===== src/rtl/i2c_cmd_master.sv =====
// i2c_cmd_master: command-driven multi-channel I2C master (optional clock stretching via I2C_STRETCH_EN)
module i2c_cmd_master #(
    parameter int CLK_DIV = 125,
    parameter int NUM_CH  = 2
) (
    input  logic              clk_clk,
    input  logic              reset_reset,
    input  logic              cmd_valid,
    output logic              cmd_ready,
    input  logic [2:0]        cmd_op,
    input  logic [1:0]        cmd_ch,
    input  logic [7:0]        cmd_data,
    input  logic              cmd_ack,
    output logic              rsp_valid,
    output logic [7:0]        rsp_data,
    output logic              rsp_nack,
    input  logic [NUM_CH-1:0] sda_in,
    input  logic [NUM_CH-1:0] scl_in,
    output logic [NUM_CH-1:0] sda_oe,
    output logic [NUM_CH-1:0] scl_oe
);
    localparam int CW = $clog2(CLK_DIV);
    localparam logic [2:0] NCH = 3'(NUM_CH);
    typedef enum logic [2:0] {IDLE, START, BIT, ACKBIT, STOP, DONE} state_t;
    state_t state, ent_st;
    logic [CW-1:0] cnt;
    logic [1:0] q, ch, ent_q, ch_e;
    logic [2:0] bit_i, ent_bit;
    logic [7:0] data_r, sh, ent_data;
    logic rd_r, ak_r, nk, ent_rd, ent_ak, v, fire, legal, cnt_last, q_end, freeze, sda_sel;
    logic [3:0] a;
    // line action on entering quarter qq of state s: {sda_en, sda_val, scl_en, scl_val}
    function automatic logic [3:0] act(state_t s, logic [1:0] qq, logic b);
        return qq == 2'd0 ? (s == START ? 4'b1000 : s == STOP ? 4'b1100 : {1'b1, b, 2'b11}) :
               qq == 2'd1 ? 4'b0010 :
               qq == 2'd2 ? (s == START ? 4'b1100 : s == STOP ? 4'b1000 : 4'b0000) :
               (s == STOP ? 4'b0000 : 4'b0011);
    endfunction
    // selected channel's SDA level
    always_comb begin
        sda_sel = 1'b0;
        for (int i = 0; i < NUM_CH; i++)
            if (ch == 2'(i)) sda_sel = sda_in[i];
    end
`ifdef I2C_STRETCH_EN
    logic scl_sel;
    // selected channel's SCL level; a low SCL while released freezes the quarter counter
    always_comb begin
        scl_sel = 1'b1;
        for (int i = 0; i < NUM_CH; i++)
            if (ch == 2'(i)) scl_sel = scl_in[i];
    end
    assign freeze = (q == 2'd1 || q == 2'd2) && !scl_sel;
`else
    logic unused_ok;
    assign unused_ok = &{1'b0, scl_in};
    assign freeze = 1'b0;
`endif
    assign legal    = cmd_op <= 3'd3 && {1'b0, cmd_ch} < NCH;
    assign cnt_last = cnt == CW'(CLK_DIV - 1);
    assign q_end    = cnt_last && !freeze;
    // state/quarter/bit being entered next and the line action that goes with it
    always_comb begin
        ent_st   = state == IDLE ? (!legal ? DONE : cmd_op == 3'd0 ? START : cmd_op == 3'd3 ? STOP : BIT) :
                   q != 2'd3 ? state : (state == BIT && bit_i != 3'd7) ? BIT : state == BIT ? ACKBIT : IDLE;
        ent_q    = state == IDLE ? 2'd0 : q + 2'd1;
        ent_bit  = state == IDLE ? 3'd0 : q == 2'd3 ? bit_i + 3'd1 : bit_i;
        ent_data = state == IDLE ? cmd_data : data_r;
        ent_rd   = state == IDLE ? cmd_op == 3'd2 : rd_r;
        ent_ak   = state == IDLE ? cmd_ack : ak_r;
        ch_e     = state == IDLE ? cmd_ch : ch;
        v        = ent_st == ACKBIT ? ent_rd & ent_ak : !ent_rd & !ent_data[3'd7 - ent_bit];
        a        = act(ent_st, ent_q, v);
        fire     = state == IDLE ? cmd_valid && cmd_ready && legal : state != DONE && q_end && ent_st != IDLE;
    end
    // command FSM, quarter timing, line drivers and response registers
    always_ff @(posedge clk_clk) begin
        if (reset_reset) begin
            state <= IDLE; cnt <= '0; q <= 2'd0; bit_i <= 3'd0; ch <= 2'd0;
            data_r <= 8'd0; rd_r <= 1'b0; ak_r <= 1'b0; sh <= 8'd0; nk <= 1'b0;
            cmd_ready <= 1'b1; rsp_valid <= 1'b0; rsp_data <= 8'd0; rsp_nack <= 1'b0;
            sda_oe <= '0; scl_oe <= '0;
        end else begin
            rsp_valid <= 1'b0;
            for (int i = 0; i < NUM_CH; i++)
                if (fire && ch_e == 2'(i)) begin
                    if (a[3]) sda_oe[i] <= a[2];
                    if (a[1]) scl_oe[i] <= a[0];
                end
            if (state == IDLE) begin
                if (cmd_valid && cmd_ready) begin
                    state <= ent_st; cmd_ready <= 1'b0; cnt <= '0; q <= 2'd0; bit_i <= 3'd0;
                    ch <= cmd_ch; data_r <= cmd_data; rd_r <= cmd_op == 3'd2; ak_r <= cmd_ack;
                end
            end else if (state == DONE) begin
                state <= IDLE; cmd_ready <= 1'b1; rsp_valid <= 1'b1; rsp_data <= 8'd0; rsp_nack <= 1'b1;
            end else if (!freeze) begin
                cnt <= cnt_last ? '0 : cnt + CW'(1);
                if (cnt_last) begin
                    q <= ent_q; bit_i <= ent_bit; state <= ent_st;
                    if (q == 2'd2 && state == BIT) sh <= {sh[6:0], sda_sel};
                    if (q == 2'd2) nk <= sda_sel;
                    if (ent_st == IDLE) begin
                        cmd_ready <= 1'b1;
                        rsp_valid <= 1'b1;
                        rsp_data  <= (state == ACKBIT && rd_r) ? sh : 8'd0;
                        rsp_nack  <= state == ACKBIT && !rd_r && nk;
                    end
                end
            end
        end
    end
endmodule


===== config.mk =====
export PLATFORM = sky130hd
export DESIGN_NAME = i2c_cmd_master
export DESIGN_NICKNAME = d
export VERILOG_FILES = /design/src/rtl/i2c_cmd_master.sv
export SDC_FILE = /design/constraint.sdc
export NUM_CORES = 1
export LEC_CHECK = 0
export CELL_PAD_IN_SITES_DETAIL_PLACEMENT = 2
export CELL_PAD_IN_SITES_GLOBAL_PLACEMENT = 2
export CORE_ASPECT_RATIO = 0.6
export CORE_UTILIZATION = 34
export CTS_BUF_LIST = sky130_fd_sc_hd__clkbuf_2 sky130_fd_sc_hd__clkbuf_4 sky130_fd_sc_hd__clkbuf_8
export DETAILED_ROUTE_END_ITERATION = 7
export PLACE_DENSITY = 0.79
export SYNTH_ARGS = -nofsm -noshare
export SYNTH_HDL_FRONTEND = slang
export SYNTH_SLANG_ARGS = --single-unit

===== constraint.sdc =====
create_clock -name clk_clk -period 2.9 [get_ports clk_clk]
set_input_delay 0.435 -clock clk_clk [delete_from_list [all_inputs] [get_ports clk_clk]]
set_output_delay 0.435 -clock clk_clk [all_outputs]
set_load 0.005 [all_outputs]

# Word level (Yosys, flattened, before mapping)
# Index checks and enable logic that the tools add are counted.
[word_totals]
ff_bits = 51
input_bits = 21
out_inout_bits = 15
word_cells = 148
[classes]
n_addsub = 4
n_lt_le_gt_ge = 3
n_eq_ne = 20
n_mux = 59
n_bitwise = 4
reduce_logical = 40
[op_table]
columns = ["operator", "n"]
rows = [
  ["3-bit 2-to-1 mux", 17],
  ["8-bit 2-to-1 mux", 5],
  ["7-bit 2-to-1 mux", 4],
  ["4-bit 2-to-1 mux", 5],
  ["1-bit 2-to-1 mux", 18],
  ["2-bit 2-to-1 mux", 9],
  ["3-bit by 2-bit == test with 1-bit output, second input constant", 5],
  ["2-bit AND reduction", 7],
  ["1-bit logical AND", 12],
  ["3-bit zero test", 3],
  ["3-bit AND reduction", 3],
  ["3-bit nonzero test", 3],
  ["4-bit AND reduction", 2],
  ["7-bit by 1-bit adder with 7-bit output, second input constant", 1],
  ["7-bit == test, second input constant", 1],
  ["2-bit by 1-bit == test with 1-bit output, second input constant", 3],
  ["2-bit == test, second input constant", 3],
  ["3-bit == test, second input constant", 2],
  ["2-bit zero test", 3],
  ["3-bit inequality test, second input constant", 2],
  ["2-bit nonzero test", 3],
  ["3-bit by 4-bit < comparator with 1-bit output, second input constant", 1],
  ["2-bit inequality test, second input constant", 2],
  ["3-bit by 1-bit adder with 3-bit output, second input constant", 1],
  ["other kinds (11)", 15],
]

# Longest topological paths before layout
# Gate-level depths: netlist of the first run.
[logic_depth]
ltp_word = 13
mapped_depth = 10
ltp_nobuf = 8

# Worst setup path before layout of the first run
# No wires, ideal clock.
[synth_timing]
path_kind = "flip-flop to flip-flop"
start = "reg q[0]"
end = "reg sda_oe[0]"
setup_ns = 0.091
arrival_ns = 1.946
required_time_ns = 2.809
setup_slack_ns = 0.863
path_stages_with_launch = 8
n_path_buf = 1
synth_period_minus_slack_ns = 2.037
path_cell_list = "dfxtp_1 ha_1 buf_6 xnor2_2 mux4_2 a211oi_1 o21ai_1 a311oi_1"
[synth_via]
elab_chain_len = 12
word_cells_on_any_way = 32
classes_between = "add/sub (2); eq/ne (7); mux (16); bitwise (1); reduce/logical (6)"
[synth_lines]
columns = ["element", "line", "source"]
rows = [
  ["start: declaration", "27", "logic [1:0] q, ch, ent_q, ch_e;"],
  ["start signal: assignment", "100", "q <= ent_q; bit_i <= ent_bit; state <= ent_st;"],
  ["2-bit == test", "67", "ent_bit = state == IDLE ? 3'd0 : q == 2'd3 ? bit_i + 3'd1 : bit_i;"],
  ["3-bit 2-to-1 mux (2 in a row)", "67", ""],
  ["3-bit subtractor", "72", "v = ent_st == ACKBIT ? ent_rd & ent_ak : !ent_rd & !ent_data[3'd7 - ent_bit];"],
  ["1-bit binary-select mux with 3-bit select", "72", ""],
  ["1-bit 2-to-1 mux (implied by the code)", "72", ""],
  ["1-bit zero test", "72", ""],
  ["1-bit bitwise AND", "72", ""],
  ["1-bit 2-to-1 mux", "72", ""],
  ["3-bit 2-to-1 mux (2 in a row)", "34", "return qq == 2'd0 ? (s == START ? 4'b1000 : s == STOP ? 4'b1100 : {1'b1, b, 2'b11}) :"],
  ["4-bit 2-to-1 mux", "34", ""],
  ["end signal: indexed assignment", "87", "if (a[3]) sda_oe[i] <= a[2];"],
  ["end: declaration", "19", "output logic [NUM_CH-1:0] sda_oe,"],
]
# Several ways; a longest one is shown, not always the timed one. The select of a mux whose other input is x is not followed.
# A chain may end at the register's enable or synchronous reset.

# Final worst setup path of the first run
[layout_timing]
start = "reg cnt[0]"
end = "reg rsp_data[3]"
[layout_via]
elab_chain_len = 3
[layout_lines]
columns = ["element", "line", "source"]
rows = [
  ["start: declaration", "26", "logic [CW-1:0] cnt;"],
  ["start signal: assignment", "98", "cnt <= cnt_last ? '0 : cnt + CW'(1);"],
  ["7-bit == test", "60", "assign cnt_last = cnt == CW'(CLK_DIV - 1);"],
  ["2-bit nonzero test (no source line)", "-", ""],
  ["3-bit AND reduction (no source line)", "-", ""],
  ["end signal: assignment", "106", "rsp_data <= (state == ACKBIT && rd_r) ? sh : 8'd0;"],
  ["end: declaration", "15", "output logic [7:0] rsp_data,"],
]
# No other way between the ends.

==> summary.md, run 1 <==
| Metric | Value |
|---|---|
| Status | `completed` |
| RSZ-0062 raised after global routing | `false` |
| Max_slew headroom | `60.5%` |
| Max-cap violations | `0` |
| Non-Filler Instances | `433` |
| Power Density | `725 nW/µm²` |
| Netlist cell types | `52` |
| Total Die Area | `7880 µm²` |
| Tot Pwr | `2.23 mW` |
| Worst setup EP type | `flip-flop` |
| # hold bufs at CTS | `0` |
| Core Area | `7270 µm²` |
| Dpl cell area | `2950 µm²` |
| Post-Synthesis Cells | `295` |
| Fillers | `857` |
| Worst skew pair latency | `0.31 ns` |
| Hold crit path type | `flip-flop to flip-flop` |
| Final min period | `2.32 ns` |
| Finished layout cell area | `3070 µm²` |
| Avg Inst Size Synth | `8.67 µm²` |
| Post-cts sizing count | `0` |
| Storage cell area | `1020 µm²` |
| CP max FO | `8` |
| Worst setup path endpoint | `rsp_data[3]$_SDFFE_PP0P_` |
| Top_reg_cell synth | `dfxtp_1` |
| H-tree depth | `2` |
| GRT Total Usage | `21.0%` |
| Reg clk slew, reported paths | `0.09 ns` |
| Achievable frequency | `431 MHz` |
| Inserted Diodes | `0` |
| Clock buffer depth | `2` |
| Met1 WL | `3870 µm` |
| Peak supply drop | `0.246 mV` |
| WL/cell | `18.0 µm` |
| Setup Viol. Count Final | `0` |
| Pre-antenna DRT Iters | `6` |
| Uppermost layer routed | `met4` |
| Vias | `2335` |
| IO Count | `36` |
| Met3 WL | `313 µm` |
| DP HPWL | `5680 µm` |
| Num CTS Buffers | `5` |
| Largest net degree at the start of global routing | `42` |
| Worst r2r src | `cnt[0]$_SDFFE_PP0P_` |
| CTS root buf | `clkbuf_8` |
| Die Wd | `114 µm` |
| Ys async rst share | `0%` |
| Worst R2R End | `rsp_data[3]$_SDFFE_PP0P_` |
| Antenna violations before repair | `0` |
| CP required | `3.15 ns` |
| Port buffer count | `33` |
| Multi-input logic area | `1390 µm²` |
| Post-synth EDFFs | `0` |
| FP Rows | `24` |
| Leakage power | `1.15 nW` |
| Area growth syn-to-layout | `20.1%` |
| Setup TNS | `0 ns` |
| Yosys Warn Count | `0` |
| Final wirelength | `7790 µm` |
| GP Congestion | `0.774` |
| WP data arrival | `2.56 ns` |
| Reg-to-reg setup timing slack | `0.58 ns` |
| Initial drt markers | `83` |
| Count of state elements after synthesis | `51` |
| Grt ovf | `0` |
| Via density per instance | `5.39` |
| Final ANT Viol Nets | `0` |
| Share of cells above drive strength 1 | `8.51%` |
| Crit. Startpoint | `cnt[0]$_SDFFE_PP0P_` |
| Number of setup buffers added after CTS | `0` |
| DR WL met2 | `3550 µm` |
| Critical path launch point type | `flip-flop` |
| Fin. Hold Viols | `0` |
| CTS sink cnt | `51` |
| Most frequent cells in the layout | `dfxtp_1, nor2_1, nand2_1` |
| Initial core utilization | `35.2%` |
| Placed cells | `425` |
| Least-Margin Pin Slew | `0.590 ns` |
| Vias in the first global route | `2434` |
| Max-slew violations | `0` |
| Chip Height | `69.2 µm` |
| Clock Skews | `0.00763 ns` |
| FF-to-FF path depth | `8` |
| Critical hold path startpoint | `data_r[7]$_SDFFE_PP0P_` |
| Most common cell after layout, fill and taps aside | `dfxtp_1` |
| Crit Path Class | `flip-flop to flip-flop` |
| DRC violations left | `0` |
| Final #Nets | `355` |
| Fin crit share | `79.9%` |
| CTS tree | `built` |
| Post-Syn Area | `2560 µm²` |
| Register area share after synthesis | `39.9%` |
| First-pass GRT wire length | `12800 µm` |
| Syn Nets | `322` |
==> metrics by stage <==
stage | hold WS [ns] | util (%) | setup slack [ns]
after floorplan | 0.433 | - | 0.863
after global routing | 0.486 | 42.3 | 0.399
after CTS | 0.463 | 42.3 | 0.577
final | 0.461 | 42.3 | 0.582
after detailed placement | 0.449 | 40.7 | 0.374
after global placement | 0.444 | 40.7 | 0.422
==> registers in the layout, summed over array words and instances, names as in the netlist <==
signal     cells
bit_i          3
ak_r           1
rsp_nack       1
rsp_data       8
nk             1
scl_oe         2
cnt            7
ch             2
data_r         8
q              2
sh             8
sda_oe         2
state          3
rsp_valid      1
rd_r           1
cmd_ready      1
==> critical path: stages (launching register included) <==
cell     delay [ns]
dfxtp_1        0.36
inv_1          0.11
ha_1           0.17
nand4_1        0.18
or2_2          0.39
nor4_1         0.34
and3_1         0.43
a22oi_1        0.14
nor2_1         0.12
==> worst min-delay path by stage <==
stage,end,cells past startpoint
6_report,data_r[7]$_SDFFE_PP0P_,2
5_1_grt,data_r[0]$_SDFFE_PP0P_,2
4_1_cts,data_r[7]$_SDFFE_PP0P_,2
3_5_place_dp,data_r[7]$_SDFFE_PP0P_,2
3_3_place_gp,data_r[5]$_SDFFE_PP0P_,2
2_1_floorplan,data_r[2]$_SDFFE_PP0P_,2
==> power by group <==
| group | switching (mW) | internal [mW] |
|---|---|---|
| Clock | 0.245 | 0.280 |
| Sequential | 0.0891 | 0.773 |
| Combinational | 0.525 | 0.314 |
| Total | 0.859 | 1.37 |
==> cells by family after synthesis <==
group           share of synthesized area [%]
buf+inv                                  5.58
flops                                    39.9
simple gates                             22.0
xor+xnor                                 2.69
fa+ha+maj                                2.94
mux                                      7.24
compound gates                           19.6
==> final cells by class <==
class                      count  share of cell area (%)
sequential                    51                    33.2
timing repair buffer          41                    12.7
clock buffer                   6                    2.69
clock inverter                 2                    1.14
tap                          104                    4.24
inverter                       5                   0.611
multi-input combinational    224                    45.4
==> routing by layer <==
metal | track usage [%] | vias to the layer above
met5 | 0 | -
met2 | 34.0 | 51
li1 | - | 1113
met1 | 29.2 | 1163
met4 | 4.91 | 0
met3 | 3.76 | 8
==> Yosys cell counts (all sizes together), types with 2 or more instances <==
cell type  instances  area (µm²)
a211oi             4        30.0
a21oi             24         120
a22oi             13        97.6
a311oi             2        17.5
a31oi              2        12.5
a32oi              2        17.5
and2               4        26.3
and3               3        23.8
buf                5        52.6
clkbuf             8        50.1
dfxtp             51        1020
ha                 6        75.1
inv                5        18.8
mux2i             14         140
mux4               2        45.0
nand2             37         139
nand2b             2        12.5
nand3              5        25.0
nand3b             3        22.5
nand4              5        31.3
nor2              47         176
nor2b              2        12.5
nor3               4        31.3
o211a              2        20.0
o211ai             2        15.0
o21a               3        22.5
o21ai             14        70.1
o31ai              2        15.0
or2                2        12.5
xnor2              4        42.6
xor2               3        26.3
No activity file was read; power rests on OpenSTA's default activity.
==> inputs of run 2 (changes only) <==
--- a/config.mk
+++ b/config.mk
@@ -8,10 +8,10 @@
 export CELL_PAD_IN_SITES_DETAIL_PLACEMENT = 2
 export CELL_PAD_IN_SITES_GLOBAL_PLACEMENT = 2
 export CORE_ASPECT_RATIO = 0.6
-export CORE_UTILIZATION = 34
+export CORE_UTILIZATION = 31
 export CTS_BUF_LIST = sky130_fd_sc_hd__clkbuf_2 sky130_fd_sc_hd__clkbuf_4 sky130_fd_sc_hd__clkbuf_8
 export DETAILED_ROUTE_END_ITERATION = 7
-export PLACE_DENSITY = 0.79
+export PLACE_DENSITY = 0.75
 export SYNTH_ARGS = -nofsm -noshare
 export SYNTH_HDL_FRONTEND = slang
 export SYNTH_SLANG_ARGS = --single-unit
==> constraint.sdc (replaced) <==
create_clock -name clk_clk -period 2 [get_ports clk_clk]
set_input_delay 0.3 -clock clk_clk [delete_from_list [all_inputs] [get_ports clk_clk]]
set_output_delay 0.3 -clock clk_clk [all_outputs]
set_load 0.005 [all_outputs]
==> run 2 against run 1 <==
The run now ends with negative setup slack left. Hold slack better by 0.0011 ns. Cell count up 9.2%. Sequential share of layout area down 4.4 points. Design area up 16%. Wire length up 9.9%. Clock skew up 0.0012 ns. First-iteration DRC count up 27%. Non-clock buffer count up 36. Via count up 3.6%. Worst setup slack worse by 0.60 ns. Sequential cell count unchanged. Largest cell class unchanged. Largest power group is now combinational cells. Highest routed layer unchanged.
==> summary.md, run 2 (synthesized netlist as in run 1, its figures left out) <==
| Metric | Value |
|---|---|
| DP HPWL | `6230 µm (+9.6%)` |
| Most Frequent Cell on Critical Path | `ha_4` |
| Status | `finished, violations left` |
| Leakage power | `1.34 nW (+17%)` |
| Power Density | `1010 nW/µm² (+39%)` |
| Crit Path Class | `flip-flop to flip-flop` |
| CP max FO | `5 (-3)` |
| Final WS setup | `-0.0166 ns (-0.599 ns)` |
| Share of cells above drive strength 1 | `25.8% (+17 points)` |
| Worst setup path endpoint | `sda_oe[0]$_SDFFE_PP0P_` |
| Worst setup EP type | `flip-flop` |
| Inserted Diodes | `0 (unchanged)` |
| Final ANT Viol Nets | `0 (unchanged)` |
| Largest net degree at the start of global routing | `43 (+2.4%)` |
| H-tree depth | `2 (unchanged)` |
| CTS sink cnt | `51 (unchanged)` |
| DRC violations left | `0 (unchanged)` |
| CP delay by family, top | `compound AO/OA/AOI/OAI gates` |
| Achievable frequency | `496 MHz (+15%)` |
| Vias in the first global route | `2665 (+9.5%)` |
| CTS root buf | `clkbuf_8` |
| Tot Pwr | `3.59 mW (+61%)` |
| FF-to-FF path depth | `8 (unchanged)` |
| WP data arrival | `2.25 ns (-0.31 ns)` |
| Antenna violations before repair | `0 (unchanged)` |
| Fillers | `879 (+2.6%)` |
| CTS tree | `built` |
| Num CTS Buffers | `5 (unchanged)` |
| Port buffer count | `33 (unchanged)` |
| Area growth syn-to-layout | `39.2%` |
| Clock buffer depth | `2 (unchanged)` |
| CP Cell Sequence | `ha_4, ha_4, and4bb_2, mux2i_4, and3_4, o311a_4, o2bb2ai_4, a311oi_2` |
| Fin. Hold Viols | `0 (unchanged)` |
| Storage cell area | `1030 µm² (+0.74%)` |
| # hold bufs at CTS | `0 (unchanged)` |
| Setup Viol. Count Final | `1 (+1)` |
| First-pass GRT wire length | `14000 µm (+9.6%)` |
| Slowest CP cell | `dfxtp_2` |
| Total Die Area | `8630 µm² (+9.4%)` |
| Max incr delay on CP | `0.35 ns (-0.08 ns)` |
| Worst skew pair latency | `0.32 ns (about the same)` |
| Die Wd | `119 µm (+4.6%)` |
| Peak supply drop | `0.323 mV (+31%)` |
| Critical path launch point type | `flip-flop` |
| Reg clk slew, reported paths | `0.10 ns (about the same)` |
| Multi-input logic area | `1590 µm² (+14%)` |
| Initial drt markers | `105 (+27%)` |
| CP bufs+invs | `0 (-1)` |
| GP Congestion | `0.826 (+6.8%)` |
| Least-Margin Pin Slew | `0.422 ns (-0.168 ns)` |
| Max-cap violations | `0 (unchanged)` |
| Max_slew headroom | `71.8% (+11 points)` |
| Max-slew violations | `0 (unchanged)` |
| Final min period | `2.02 ns (-0.301 ns)` |
| Pre-CTS setup slack | `-0.271 ns (-0.645 ns)` |
| RSZ-0062 raised after global routing | `true` |
| Crit path depth | `8 (unchanged)` |
| Pre-antenna DRT Iters | `4 (-2)` |
| Most frequent cells in the layout | `nor2_1, dfxtp_1, buf_4` |
| Clock Skews | `0.00879 ns (+0.00116 ns)` |
| Worst R2R End | `sda_oe[0]$_SDFFE_PP0P_` |
| Hold crit path type | `flip-flop to flip-flop` |
| Final #Nets | `391 (+10%)` |
| IO Count | `36 (unchanged)` |
| Core Area | `7950 µm² (+9.3%)` |
| Via density per instance | `5.12 (-5.1%)` |
| Vias | `2420 (+3.6%)` |
| Grt ovf | `0 (unchanged)` |
| WL/cell | `18.1 µm (+0.57%)` |
| Fin crit share | `101% (+21 points)` |
| Final wirelength | `8560 µm (+9.9%)` |
| Top Registers | `data_r (8), rsp_data (8), sh (8)` |
| Chip Height | `72.4 µm (+4.6%)` |
| Initial core utilization | `32.2% (-3.0 points)` |
| Reg-to-reg setup timing slack | `-0.02 ns (-0.60 ns)` |
| CP required | `2.24 ns (-0.91 ns)` |
| Failing checks | `negative setup slack` |
| GRT Total Usage | `21.0% (-0.034 points)` |
| Worst r2r src | `bit_i[0]$_SDFFE_PP0P_` |
| FP Rows | `25 (+4.2%)` |
| Crit. Startpoint | `bit_i[0]$_SDFFE_PP0P_` |
[run 2: routing by layer]
layer | up-vias | wire length [µm] | global-route usage [%]
met3 | 8 | 260 | 3.62
met4 | 0 | 59 | 4.22
met5 | - | 0 | 0
li1 | 1195 | - | -
met1 | 1183 | 4410 | 29.1
met2 | 34 | 3830 | 34.5
[run 2: where the power goes]
group | total, mW | internal, mW | switching, mW
sequential | 1.22 | 1.12 | 0.0946
clock | 0.654 | 0.260 | 0.393
combinational | 1.72 | 0.756 | 0.962
total | 3.59 | 2.14 | 1.45
[run 2: worst min-delay path by stage]
| stage | slack [ns] | to | cells after the start | start |
|---|---|---|---|---|
| final | 0.46 | data_r[0]$_SDFFE_PP0P_ | 2 | data_r[0]$_SDFFE_PP0P_ |
| after global routing | 0.50 | data_r[0]$_SDFFE_PP0P_ | 2 | data_r[0]$_SDFFE_PP0P_ |
| after detailed placement | 0.45 | data_r[0]$_SDFFE_PP0P_ | 2 | data_r[0]$_SDFFE_PP0P_ |
| after floorplan | 0.43 | data_r[2]$_SDFFE_PP0P_ | 2 | data_r[2]$_SDFFE_PP0P_ |
| after global placement | 0.44 | data_r[7]$_SDFFE_PP0P_ | 2 | data_r[7]$_SDFFE_PP0P_ |
| after CTS | 0.47 | data_r[0]$_SDFFE_PP0P_ | 2 | data_r[0]$_SDFFE_PP0P_ |
[run 2: repair_timing]
item	in CTS	in global routing
pin swaps	3	13
resized for setup	15	29
setup buffers	1	4
endpoints found under the setup margin	14	26
hold endpoints to repair	0	0
[run 2: area by class of cell]
class / instances / share of cell area, %
multi-input combinational: 224 / 44.7
sequential: 51 / 28.9
timing repair buffer: 77 / 19.3
tap: 108 / 3.79
clock buffer: 5 / 1.93
clock inverter: 3 / 0.808
inverter: 5 / 0.527
[run 2: through the flow]
step                TNS [ns]  hold WS (ns)  cell area [µm²]  cells  utilization (%)
global placement       -1.80         0.444             3220    460             40.5
global route          -0.323         0.501             3560    473             44.8
detailed placement     -2.62         0.452             3220    460             40.5
finish               -0.0166         0.462             3560    473             44.8
CTS                  -0.0431         0.467             3390    469             42.7
floorplan                  0         0.433             2570    295                -
[run 2: tightest hold or removal path, stage by stage (launching register included)]
cell     delay [ns]
dfxtp_1        0.32
nand2_1        0.05
a21oi_1        0.05
==> inputs of run 3 (changes only) <==
--- a/config.mk
+++ b/config.mk
@@ -7,7 +7,7 @@
 export LEC_CHECK = 0
 export CELL_PAD_IN_SITES_DETAIL_PLACEMENT = 2
 export CELL_PAD_IN_SITES_GLOBAL_PLACEMENT = 2
-export CORE_ASPECT_RATIO = 0.6
+export CORE_ASPECT_RATIO = 0.9
 export CORE_UTILIZATION = 31
 export CTS_BUF_LIST = sky130_fd_sc_hd__clkbuf_2 sky130_fd_sc_hd__clkbuf_4 sky130_fd_sc_hd__clkbuf_8
 export DETAILED_ROUTE_END_ITERATION = 7
==> run 3 against run 2 <==
The flow now finishes without violations. Clock power is 0.9% higher. Wire length is 2.7% lower. Via count is 2.7% higher. Global-route usage is 0.74 points lower. First-iteration DRC count is 17% lower. Critical endpoint unchanged.
==> summary.md, run 3 (synthesized netlist as in run 1, its figures left out) <==
| Metric | Value |
|---|---|
| Final #Nets | `393 (+0.51%)` |
| Max incr delay on CP | `0.36 ns (about the same)` |
| Peak supply drop | `0.345 mV (+6.7%)` |
| Initial core utilization | `31.9% (-0.34 points)` |
| Reg clk slew, reported paths | `0.11 ns (about the same)` |
| Top Registers | `data_r (8), rsp_data (8), sh (8)` |
| Chip Height | `88.2 µm (+22%)` |
| H-tree depth | `2 (unchanged)` |
| Achievable frequency | `506 MHz (+2.1%)` |
| Vias in the first global route | `2629 (-1.4%)` |
| Final wirelength | `8330 µm (-2.7%)` |
| GRT Total Usage | `20.3% (-0.74 points)` |
| Port buffer count | `33 (unchanged)` |
| Worst skew pair latency | `0.32 ns (about the same)` |
| Max-slew violations | `0 (unchanged)` |
| Status | `completed` |
| Largest net degree at the start of global routing | `42 (-2.3%)` |
| IO Count | `36 (unchanged)` |
| # hold bufs at CTS | `0 (unchanged)` |
| DRC violations left | `0 (unchanged)` |
| CP required | `2.22 ns (-0.02 ns)` |
| Power Density | `999 nW/µm² (-0.95%)` |
| GP Congestion | `0.822 (-0.57%)` |
| Uppermost layer routed | `met4` |
| Final min period | `1.97 ns (-0.0422 ns)` |
| Slowest CP cell | `dfxtp_4` |
| WP data arrival | `2.20 ns (-0.05 ns)` |
| Setup Viol. Count Final | `0 (-1)` |
| Num CTS Buffers | `5 (unchanged)` |
| Met3 WL | `151 µm (-42%)` |
| Grt ovf | `0 (unchanged)` |
| Via density per instance | `5.33 (+4.2%)` |
| Hold crit path type | `flip-flop to flip-flop` |
| Max_slew headroom | `67.4% (-4.4 points)` |
| Placed cells | `454 (-1.3%)` |
| FP Rows | `31 (+24%)` |
| Inserted Diodes | `0 (unchanged)` |
| Non-Filler Instances | `466 (-1.5%)` |
| Initial drt markers | `87 (-17%)` |
| Least-Margin Pin Slew | `0.489 ns (+0.0674 ns)` |
| Max-cap violations | `0 (unchanged)` |
| Core Area | `8030 µm² (+1.1%)` |
| Setup TNS | `0 ns (+0.0166 ns)` |
| CTS sink cnt | `51 (unchanged)` |
| Clock Skews | `0.0120 ns (+0.00323 ns)` |
| RSZ-0062 raised after global routing | `true` |
| Vias | `2485 (+2.7%)` |
| Fin. Hold Viols | `0 (unchanged)` |
| Critical path launch point type | `flip-flop` |
| DR WL met2 | `4190 µm (+9.3%)` |
| DP HPWL | `6160 µm (-1.1%)` |
| CP Cell Sequence | `ha_2, ha_1, and4bb_2, mux2i_4, and3_4, o311a_2, o2bb2ai_2, a311oi_1` |
| Crit Path Class | `flip-flop to flip-flop` |
| Share of cells above drive strength 1 | `24.8% (-0.96 points)` |
| Pre-antenna DRT Iters | `4 (unchanged)` |
| Worst setup EP type | `flip-flop` |
| CP max FO | `5 (unchanged)` |
| CTS tree | `built` |
| Area growth syn-to-layout | `36.6%` |
| CTS root buf | `clkbuf_8` |
| CP bufs+invs | `0 (unchanged)` |
| Most common cell after layout, fill and taps aside | `dfxtp_1` |
| Met1 WL | `3930 µm (-11%)` |
| Antenna violations before repair | `0 (unchanged)` |
| Fin crit share | `98.7% (-2.1 points)` |
| CP delay by family, top | `simple AND/OR/NAND/NOR gates` |
| Most frequent cells in the layout | `dfxtp_1, nor2_1, buf_4` |
| Clock buffer depth | `2 (unchanged)` |
| Leakage power | `1.34 nW (-0.31%)` |
| WL/cell | `17.9 µm (-1.2%)` |
| Total Die Area | `8620 µm² (-0.14%)` |
| First-pass GRT wire length | `13600 µm (-2.8%)` |
| Die Wd | `97.7 µm (-18%)` |
| Final ANT Viol Nets | `0 (unchanged)` |
[run 3: cell count changes in the layout (fill, tap and decap cells not counted), moves of 2 or more]
cell      change
a311oi_1      +2
buf_4         +4
ha_4          -2
o21ai_1       +2
o21ai_2       -2
a311oi_2      -2
a21oi_1       +2
[run 3: power by group]
| group | switching, mW | internal [mW] |
|---|---|---|
| Combinational | 0.878 | 0.720 |
| Clock | 0.402 | 0.258 |
| Sequential | 0.108 | 1.12 |
[run 3: path summary, 6_finish.rpt]
| check | endpoint | slack [ns] | start | cells after the start |
|---|---|---|---|---|
| hold / removal | data_r[4]$_SDFFE_PP0P_ | 0.47 | data_r[4]$_SDFFE_PP0P_ | 2 |
| setup reg to reg | sda_oe[0]$_SDFFE_PP0P_ | 0.03 | bit_i[1]$_SDFFE_PP0P_ | 8 |
| setup / recovery | sda_oe[0]$_SDFFE_PP0P_ | 0.03 | bit_i[1]$_SDFFE_PP0P_ | 8 |
| hold reg to reg | data_r[4]$_SDFFE_PP0P_ | 0.47 | data_r[4]$_SDFFE_PP0P_ | 2 |
[run 3: layout make-up]
cell class,instances,area [µm²]
sequential,51,1030
clock buffer,5,68.8
clock inverter,3,27.5
inverter,5,18.8
timing repair buffer,79,692
fill,886,4530
tap,99,124
multi-input combinational,224,1530
[run 3: routing by layer]
layer	vias up	track usage [%]
met5	-	0
met4	0	4.82
met3	6	3.03
met2	33	36.2
met1	1256	26.0
li1	1190	-
[run 3: per-stage QoR]
| step | utilization [%] | area (µm²) | hold slack (ns) | power [mW] | worst slack (ns) |
|---|---|---|---|---|---|
| after floorplan | - | 2570 | 0.433 | 2.09 | 0.0240 |
| after global placement | 40.2 | 3230 | 0.440 | 2.60 | -0.157 |
| after detailed placement | 40.2 | 3230 | 0.456 | 2.67 | -0.210 |
| after CTS | 42.5 | 3410 | 0.472 | 3.43 | -0.00810 |
| after global routing | 43.5 | 3490 | 0.498 | 3.70 | -0.0861 |
| final | 43.5 | 3490 | 0.468 | 3.49 | 0.0256 |
[run 3: worst register-to-register path: cells and delay by family, from the launching register on]
family,cells,cell delay (ns)
fa+ha+maj,2,0.36
mux,1,0.18
flops,1,0.36
compound gates,3,0.49
simple gates,2,0.51
[run 3: timing repair]
action / CTS / global route
endpoints found under the setup margin: 15 / 23
pin swaps: 3 / 6
endpoints found under the hold margin: 0 / 0
setup buffers: 1 / 3
resized for setup: 15 / 18
